$ cat config.mk
export PLATFORM = sky130hd
export DESIGN_NAME = mag12_to_s14_framer_flat
export DESIGN_NICKNAME = d
export VERILOG_FILES = /design/src/rtl/mag12_to_s14_framer_if.sv /design/src/rtl/mag12_to_s14_framer.sv /design/src/flat_wrapper.sv
export SDC_FILE = /design/constraint.sdc
export NUM_CORES = 1
export LEC_CHECK = 0
export BUFFER_PORTS_ARGS = -buffer_cell sky130_fd_sc_hd__clkbuf_2
export CAP_MARGIN = 20
export CORE_MARGIN = 4
export CORE_UTILIZATION = 40
export CTS_BUF_LIST = sky130_fd_sc_hd__clkbuf_8
export CTS_CLUSTER_DIAMETER = 30
export DETAILED_ROUTE_END_ITERATION = 16
export PLACE_DENSITY = 0.71
export SETUP_SLACK_MARGIN = 0.5
export SLEW_MARGIN = 30
export SYNTH_ARGS = -nofsm -noshare
export SYNTH_HDL_FRONTEND = slang
export SYNTH_SLANG_ARGS = --single-unit
$ cat constraint.sdc
create_clock -name clk -period 2.8 [get_ports clk]
set_input_delay 0.56 -clock clk [delete_from_list [all_inputs] [get_ports clk]]
set_output_delay 0.56 -clock clk [all_outputs]
set_load 0.02 [all_outputs]
$ cat src/rtl/mag12_to_s14_framer_if.sv
// Sample-in / frame-out bundle between the 12b sign/magnitude link and the sequence decomposer.
// Pure wiring: no storage, no latency.
// Backpressure is carried by in_ready (towards the link) and out_ready (from the decomposer).
interface mag12_to_s14_framer_if #(
  parameter int CNT_W = 16
);
  logic             in_valid;
  logic             in_ready;
  logic [11:0]      in_mag;
  logic             in_sign;
  logic [1:0]       in_phase;
  logic             out_valid;
  logic             out_ready;
  logic [13:0]      out_a;
  logic [13:0]      out_b;
  logic [13:0]      out_c;
  logic             seq_err;
  logic [CNT_W-1:0] frame_cnt;

  // Environment side: supplies samples, consumes frames.
  modport master (
    output in_valid, in_mag, in_sign, in_phase, out_ready,
    input  in_ready, out_valid, out_a, out_b, out_c, seq_err, frame_cnt
  );

  // Framer side.
  modport slave (
    input  in_valid, in_mag, in_sign, in_phase, out_ready,
    output in_ready, out_valid, out_a, out_b, out_c, seq_err, frame_cnt
  );
endinterface

$ cat src/rtl/mag12_to_s14_framer.sv
// Rebuilds 14b two's-complement A/B/C from serial 12b sign/magnitude samples into one registered frame.
// Latency: out_valid rises the cycle after phase C is accepted.
// Backpressure: in_ready drops while a frame is held; one bubble cycle follows every handoff.
module mag12_to_s14_framer #(
  parameter int CNT_W = 16
) (
  input logic                   clk,
  input logic                   rst_n,
  mag12_to_s14_framer_if.slave  bus
);

  typedef enum logic [1:0] {
    S_WAIT_A = 2'd0,
    S_WAIT_B = 2'd1,
    S_WAIT_C = 2'd2,
    S_FULL   = 2'd3
  } state_t;

  state_t           r_state;
  logic [13:0]      r_hold_a;
  logic [13:0]      r_hold_b;
  logic [13:0]      r_out_a;
  logic [13:0]      r_out_b;
  logic [13:0]      r_out_c;
  logic             r_out_valid;
  logic             r_seq_err;
  logic [CNT_W-1:0] r_frame_cnt;

  logic             w_in_ready;
  logic             w_accept;
  logic [13:0]      w_mag_ext;
  logic [13:0]      w_val;
  logic             w_unused_lsbs;

  // The two LSBs of the scaled magnitude carry no information.
  assign w_unused_lsbs = ^bus.in_mag[1:0];

  // Magnitude is x4 scaled: drop the LSBs, then negate for sign=1.
  // Negating zero gives zero, so a "negative zero" sample decodes to 0.
  assign w_mag_ext = {4'b0000, bus.in_mag[11:2]};
  assign w_val     = bus.in_sign ? (14'd0 - w_mag_ext) : w_mag_ext;

  // Samples are only refused while a completed frame waits for the consumer.
  assign w_in_ready = (r_state != S_FULL);
  assign w_accept   = bus.in_valid && w_in_ready;

  // Phase-ordering FSM with registered frame outputs, error pulse and frame counter.
  always_ff @(posedge clk or negedge rst_n) begin
    if (!rst_n) begin
      r_state     <= S_WAIT_A;
      r_hold_a    <= '0;
      r_hold_b    <= '0;
      r_out_a     <= '0;
      r_out_b     <= '0;
      r_out_c     <= '0;
      r_out_valid <= 1'b0;
      r_seq_err   <= 1'b0;
      r_frame_cnt <= '0;
    end else begin
      r_seq_err <= 1'b0;
      case (r_state)
        S_WAIT_A: begin
          if (w_accept) begin
            if (bus.in_phase == 2'd0) begin
              r_hold_a <= w_val;
              r_state  <= S_WAIT_B;
            end else begin
              r_seq_err <= 1'b1;
            end
          end
        end
        S_WAIT_B: begin
          if (w_accept) begin
            if (bus.in_phase == 2'd1) begin
              r_hold_b <= w_val;
              r_state  <= S_WAIT_C;
            end else if (bus.in_phase == 2'd0) begin
              // A repeated A restarts the frame with the newer sample.
              r_seq_err <= 1'b1;
              r_hold_a  <= w_val;
            end else begin
              r_seq_err <= 1'b1;
              r_state   <= S_WAIT_A;
            end
          end
        end
        S_WAIT_C: begin
          if (w_accept) begin
            if (bus.in_phase == 2'd2) begin
              r_out_a     <= r_hold_a;
              r_out_b     <= r_hold_b;
              r_out_c     <= w_val;
              r_out_valid <= 1'b1;
              r_state     <= S_FULL;
            end else if (bus.in_phase == 2'd0) begin
              r_seq_err <= 1'b1;
              r_hold_a  <= w_val;
              r_state   <= S_WAIT_B;
            end else begin
              r_seq_err <= 1'b1;
              r_state   <= S_WAIT_A;
            end
          end
        end
        S_FULL: begin
          if (r_out_valid && bus.out_ready) begin
            r_out_valid <= 1'b0;
            r_frame_cnt <= r_frame_cnt + CNT_W'(1);
            r_state     <= S_WAIT_A;
          end
        end
        default: r_state <= S_WAIT_A;
      endcase
    end
  end

  assign bus.in_ready  = w_in_ready;
  assign bus.out_valid = r_out_valid;
  assign bus.out_a     = r_out_a;
  assign bus.out_b     = r_out_b;
  assign bus.out_c     = r_out_c;
  assign bus.seq_err   = r_seq_err;
  assign bus.frame_cnt = r_frame_cnt;

endmodule
$ cat src/flat_wrapper.sv
// flat-port wrapper written by rule: the top's interface ports become plain ports
module mag12_to_s14_framer_flat 
#(
  parameter int CNT_W = 16
)
  (clk, rst_n, bus_in_valid, bus_in_mag, bus_in_sign, bus_in_phase, bus_out_ready, bus_in_ready, bus_out_valid, bus_out_a, bus_out_b, bus_out_c, bus_seq_err, bus_frame_cnt);
  mag12_to_s14_framer_if #(.CNT_W(CNT_W)) bus_i ();
  input logic clk;
  input logic rst_n;
  input wire logic [$bits(bus_i.in_valid)-1:0] bus_in_valid;
  input wire logic [$bits(bus_i.in_mag)-1:0] bus_in_mag;
  input wire logic [$bits(bus_i.in_sign)-1:0] bus_in_sign;
  input wire logic [$bits(bus_i.in_phase)-1:0] bus_in_phase;
  input wire logic [$bits(bus_i.out_ready)-1:0] bus_out_ready;
  output wire logic [$bits(bus_i.in_ready)-1:0] bus_in_ready;
  output wire logic [$bits(bus_i.out_valid)-1:0] bus_out_valid;
  output wire logic [$bits(bus_i.out_a)-1:0] bus_out_a;
  output wire logic [$bits(bus_i.out_b)-1:0] bus_out_b;
  output wire logic [$bits(bus_i.out_c)-1:0] bus_out_c;
  output wire logic [$bits(bus_i.seq_err)-1:0] bus_seq_err;
  output wire logic [$bits(bus_i.frame_cnt)-1:0] bus_frame_cnt;
  assign bus_i.in_valid = bus_in_valid;
  assign bus_i.in_mag = bus_in_mag;
  assign bus_i.in_sign = bus_in_sign;
  assign bus_i.in_phase = bus_in_phase;
  assign bus_i.out_ready = bus_out_ready;
  assign bus_in_ready = bus_i.in_ready;
  assign bus_out_valid = bus_i.out_valid;
  assign bus_out_a = bus_i.out_a;
  assign bus_out_b = bus_i.out_b;
  assign bus_out_c = bus_i.out_c;
  assign bus_seq_err = bus_i.seq_err;
  assign bus_frame_cnt = bus_i.frame_cnt;
  mag12_to_s14_framer #(.CNT_W(CNT_W)) u_core (.clk(clk), .rst_n(rst_n), .bus(bus_i));
endmodule
==> summary.md, run 1 <==
| Metric | Value |
|---|---|
| Status | finished clean |
| Largest area contributor in the netlist | dfrtp_1 |
| Final net count | 391 |
| DR pass1 iterations | 6 |
| Final instance area | 0.004038 mm^2 |
| Gr ovfl total | 0 |
| Post-synthesis compound-gate area fraction | 0.1029 |
| Reg2Reg Setup Slack | 660 ps |
| Core area | 0.008217 mm^2 |
| Ports | 80 |
| RSZ-0062 raised after global routing | false |
| Count of flip-flops with a built-in enable after synthesis | 0 |
| Synthesized instance count | 291 |
| Initial core utilization | 0.4113 |
| WP data arrival | 2360 ps |
| Post-synth top area share | 0.5553 |
| Residual DRC | 0 |
| Static leakage | 2.035 nW |
| Prevailing post-synth register cell | dfrtp_1 |
| Synth Area in Simple Gates | 0.1048 |
| XOR/XNOR Fraction of Synth Area | 0.05961 |
| Initial antenna violation count | 0 |
| Root Buffer | clkbuf_8 |
| Kind of critical path | reg -> reg |
| CTS sink cnt | 75 |
| Post-Syn Nets | 320 |
| Worst-skew pair later-pin latency | 340 ps |
| H-tree Lvls | 3 |
| GRT Total Usage | 0.1419 |
| Worst Skew | 8.868 ps |
| Seq/Total Area, Yosys | 0.5553 |
| Die height | 99.92 um |
| Slew HR | 0.5481 |
| WP data required | 3010 ps |
| Largest family of logic cells by synthesized area | simple AND/OR/NAND/NOR gates |
| Crit share post-route | 0.7660 |
| Dpl cell area | 0.003810 mm^2 |
| Pwr Density | 915.6 mW/mm^2 |
| CP Max Fanout | 22 |
| DRT iter0 DRCs | 48 |
| Max IR drop VDD | 0.0003756 V |
| Largest net degree at the start of global routing | 76 |
| # port buffers | 77 |
| Final Hold Fails | 0 |
| Synthesized cell area | 0.003379 mm^2 |
| Asr flop ratio synth | 1.000 |
| Maximum root-to-sink buffer count | 2 |
| Synth top area cells | dfrtp_1, mux2_1, ha_1, xnor2_1, a21oi_1 |
| Fraction of layout cells with a size suffix above 1 | 0.2888 |
| #FFs+latches synth | 75 |
| Fmax | 466.3 MHz |
| Vias in the first global route | 2,311 |
| Util after Layout | 0.4914 |
| Hpwl dp | 4922 um |
| Die width | 99.92 um |
| Worst Setup Slack post-DPL | 521.6 ps |
| Area delta synth->final | 19.47% |
| Hold_ws | 231.3 ps |
| # Post-CTS Setup Buffers | 0 |
| FP Rows | 33 |
| First-pass GRT wire length | 11,160 um |
| Synth warn | 0 |
| Via density | 4.911 |
| Final Setup Violations | 0 |
| Post-synthesis mux area share | 0.09256 |
| Most numerous cell in the Yosys netlist | dfrtp_1 |
| Tmin final | 2145 ps |
| CP Launch Type | register |
| CP Capture Type | register |
| Type of the most critical hold path | in -> async |
| CTS tree | done |
| Final WL | 6802 um |
| Die area | 0.009983 mm^2 |
| Final ANT Viol Nets | 0 |
| Total negative slack | 0 ps |
| Ant diodes | 0 |
| Post-synthesis adder-cell area fraction | 0.03702 |
| Mean Syn Cell Area | 11.61 um^2 |
| Final Worst Setup Slack | 655.3 ps |
| Commonest cells post-synth | dfrtp_1, mux2_1, nor2_1 |
| Measured slew at the worst slew-check pin | 677.9 ps |
| Gpl congestion | 0.7892 |
| Cts bufs inserted | 9 |
| Post-synthesis cell type count | 39 |
| Max-slew violations | 0 |
| WL per Instance | 14.41 um |
| Clock transition at path regs | 80 ps |
| Vias | 2,318 |
| Number of fill cells in the layout | 751 |
| Max cap viols | 0 |
==> layout make-up <==
cell class	instances	area, um^2	share of cell area
clock buffer	9	123.9	0.03068
clock inverter	7	98.84	0.02448
inverter	10	37.54	0.009297
multi-input combinational	187	1350	0.3344
sequential	75	1877	0.4648
tap	105	131.4	0.03254
timing repair buffer	79	419.2	0.1038
==> through the flow <==
| step | cells | total power (W) |
|---|---|---|
| CTS | 472 | 0.003750 |
| detailed placement | 456 | 0.002816 |
| global placement | 456 | 0.002762 |
| global route | 472 | 0.003957 |
| finish | 472 | 0.003697 |
| floorplan | 291 | 0.002446 |
==> cells in the final DEF, fill, tap and decap left out, drive strengths merged, types with 8 or more instances in the layout <==
master,count
inv,12
dfrtp,75
nor2,25
xnor2,14
nand3,8
xor2,9
clkbuf,85
a21oi,22
o21ai,18
ha,10
nand2,17
mux2,26
==> worst max-delay path, stage by stage, from the launching register on <==
cell      delay [ps]
dfrtp_1          450
ha_1             310
nand2b_1         340
a2111o_2         720
nand2_1          120
o21ai_1           70
==> report_power, final <==
| group | internal [W] | switching [W] |
|---|---|---|
| registers | 0.00142 | 0.000207 |
| logic | 0.000436 | 0.000712 |
| clock network | 0.000508 | 0.000416 |
| total | 0.00236 | 0.00134 |
==> timing repair <==
item                       in CTS  in global routing
hold buffers                    0                  0
setup endpoints to repair       0                 11
resized for setup               0                  1
==> cells by family after synthesis <==
logic type	count (synthesis)
adder cells (fa/ha/maj)	10
XOR/XNOR	23
buffers and inverters	29
flip-flops	75
multiplexers	28
AND/OR/NAND/NOR	73
AO/OA/AOI/OAI	53
==> metal layers <==
metal | part of all wire | wire, um | vias up | GRT usage
met4 | 0.0084 | 57 | 0 | 0.02836
met3 | 0.066 | 449 | 6 | 0.05212
met1 | 0.44 | 3020 | 1118 | 0.1835
met5 | 0 | 0 | - | 0
met2 | 0.48 | 3275 | 57 | 0.2304
li1 | - | - | 1137 | -
==> sequential cells by signal (all words and copies together) (netlist names) <==
name	cells
u_core.bus.frame_cnt	16
u_core.bus.out_a	11
u_core.bus.out_b	11
u_core.bus.out_c	11
u_core.bus.out_valid	1
u_core.bus.seq_err	1
u_core.r_hold_a	11
u_core.r_hold_b	11
u_core.r_state	2
==> path summary, 6_finish.rpt <==
path	to	startpoint	cells after the start
setup / recovery	u_core.r_hold_a[9]$_DFFE_PN0P_	u_core.r_state[1]$_DFFE_PN0P_	5
hold / removal	u_core.bus.out_a[7]$_DFFE_PN0P_	rst_n	1
setup reg to reg	u_core.r_hold_a[9]$_DFFE_PN0P_	u_core.r_state[1]$_DFFE_PN0P_	5
hold reg to reg	u_core.bus.frame_cnt[15]$_DFFE_PN0P_	u_core.bus.frame_cnt[15]$_DFFE_PN0P_	1
max in group asynchronous	u_core.bus.out_c[0]$_DFFE_PN0P_	rst_n	1
min in group clk	u_core.bus.frame_cnt[15]$_DFFE_PN0P_	u_core.bus.frame_cnt[15]$_DFFE_PN0P_	1
(Power assumes the default switching activity.)
==> inputs of run 2 (changes only) <==
==> constraint.sdc (replaced) <==
create_clock -name clk -period 2.1 [get_ports clk]
set_input_delay 0.42 -clock clk [delete_from_list [all_inputs] [get_ports clk]]
set_output_delay 0.42 -clock clk [all_outputs]
set_load 0.02 [all_outputs]
==> summary.md, run 2 (synthesis results as in run 1) <==
| Metric | Value |
|---|---|
| Status | finished clean |
| Max-slew violations | 0 |
| # port buffers | 77 |
| Ports | 80 |
| Kind of critical path | reg -> reg |
| Area delta synth->final | 39.36% |
| Fraction of layout cells with a size suffix above 1 | 0.4937 |
| Via density | 5.095 |
| Largest net degree at the start of global routing | 41 |
| Tmin final | 1936 ps |
| H-tree Lvls | 3 |
| Slew HR | 0.6528 |
| WL per Instance | 17.01 um |
| Placed Instances | 459 |
| Final instance area | 0.004710 mm^2 |
| Residual DRC | 0 |
| CTS Hold Bufs | 0 |
| CP Capture Type | register |
| Root Buffer | clkbuf_8 |
| Vias | 2,568 |
| Initial antenna violation count | 0 |
| Hpwl dp | 5020 um |
| Final net count | 423 |
| Ant diodes | 0 |
| Area occupied by multi-input gates | 0.001634 mm^2 |
| Type of the most critical hold path | in -> async |
| Die area | 0.009983 mm^2 |
| Number of fill cells in the layout | 672 |
| Measured slew at the worst slew-check pin | 520.8 ps |
| Worst Skew | 8.621 ps |
| Gr ovfl total | 0 |
| Final cell count without fillers | 504 |
| WP data required | 2310 ps |
| CP Launch Type | register |
| Final WL | 8572 um |
| CTS sink cnt | 75 |
| DRT iter0 DRCs | 77 |
| Initial core utilization | 0.4113 |
| Maximum root-to-sink buffer count | 2 |
| Clock transition at path regs | 80 ps |
| Worst-skew pair later-pin latency | 340 ps |
| Final ANT Viol Nets | 0 |
| Gpl congestion | 0.7662 |
| Pwr Density | 1129 mW/mm^2 |
| Sequential cell area | 0.001879 mm^2 |
| Crit share post-route | 0.9217 |
| First-pass GRT wire length | 12,120 um |
| Die width | 99.92 um |
| Die height | 99.92 um |
| Final Setup Violations | 0 |
| Max reg flops | 16 |
| WP data arrival | 2150 ps |
| DR pass1 iterations | 4 |
| FP Rows | 33 |
| Dpl cell area | 0.003872 mm^2 |
| Max cap viols | 0 |
| Core area | 0.008217 mm^2 |
| Power consumption | 0.005319 W |
| CTS tree | done |
| Final Hold Fails | 0 |
| RSZ-0062 raised after global routing | true |
| GRT Total Usage | 0.1546 |
| Vias in the first global route | 2,402 |
| Commonest non-fill, non-tap cell in the layout | clkbuf_2 |
| Cts bufs inserted | 9 |
| CP Max Fanout | 22 |
| Max IR drop VDD | 0.0007951 V |
| Most frequent cells in the layout | clkbuf_2, dfrtp_1, mux2_4, nand2_1, a21oi_1 |
| Fmax | 516.7 MHz |
| Total negative slack | 0 ps |
| Static leakage | 2.280 nW |
[run 2: changes by cell type in the layout (fill, tap and decap cells not counted), moves of 4 or more]
cell and change:
buf_4 +12, mux2_4 +24, nor2_4 +4, nor2_1 -9, buf_6 +12, nor2_2 +5, mux2_1 -24, a21oi_2 +6
a21oi_1 -7
[run 2: per-layer routing]
layer / wire length [um] / track usage
met5: 0 / 0
met4: 110 / 0.04097
met3: 450 / 0.03266
met2: 4351 / 0.2565
met1: 3659 / 0.2064
[run 2: repair_timing]
| item | CTS | global route |
|---|---|---|
| endpoints found under the setup margin | 66 | 68 |
| cloned | 3 | 5 |
| pin swaps | 3 | 12 |
| resized for setup | 13 | 75 |
| setup buffers | 3 | 18 |
[run 2: worst max-delay path: stages, from the launching register on]
cell      delay (ps)
dfrtp_2          460
inv_2             80
ha_2             200
or3_1            340
a2111o_1         380
buf_6            170
nand2_1           90
o21ai_1           70
[run 2: report_power, final]
group	total (W)	leakage (nW)	internal (W)	switching [W]
logic	0.00201	1.20	0.000918	0.00109
clock network	0.00106	0.105	0.000537	0.000528
registers	0.00224	0.977	0.00190	0.000346
total	0.00532	2.28	0.00335	0.00197
[run 2: area by class of cell]
type	instances	share of cell area
clock buffers	9	0.02630
multi-input cells	187	0.3470
repair buffers	111	0.1783
flip-flops and latches	75	0.3990
inverters	10	0.008502
well taps	105	0.02790
clock inverters	7	0.01302
[run 2: stage by stage]
step	util	hold WS, ps	setup WS, ps
2_1_floorplan	-	124.4	295.9
3_3_place_gp	0.4713	432.4	144.5
3_5_place_dp	0.4713	440.3	107.1
4_1_cts	0.5116	69.92	190.9
5_1_grt	0.5732	92.65	102.1
6_report	0.5732	48.70	164.5
[run 2: path summary, 6_finish.rpt]
path                                                        endpoint  slack (ps)                                 start  cells past startpoint
worst max register to register        u_core.r_hold_a[3]$_DFFE_PN0P_         160         u_core.r_state[1]$_DFFE_PN0P_                      7
worst min-delay path                 u_core.bus.out_a[2]$_DFFE_PN0P_          50                                 rst_n                      1
max in group asynchronous            u_core.bus.out_c[1]$_DFFE_PN0P_        1470                                 rst_n                      2
worst min register to register  u_core.bus.frame_cnt[15]$_DFFE_PN0P_         480  u_core.bus.frame_cnt[15]$_DFFE_PN0P_                      1
worst max-delay path                  u_core.r_hold_a[3]$_DFFE_PN0P_         160         u_core.r_state[1]$_DFFE_PN0P_                      7
min in group clk                     u_core.bus.out_c[0]$_DFFE_PN0P_         450                         bus_in_mag[2]                      2
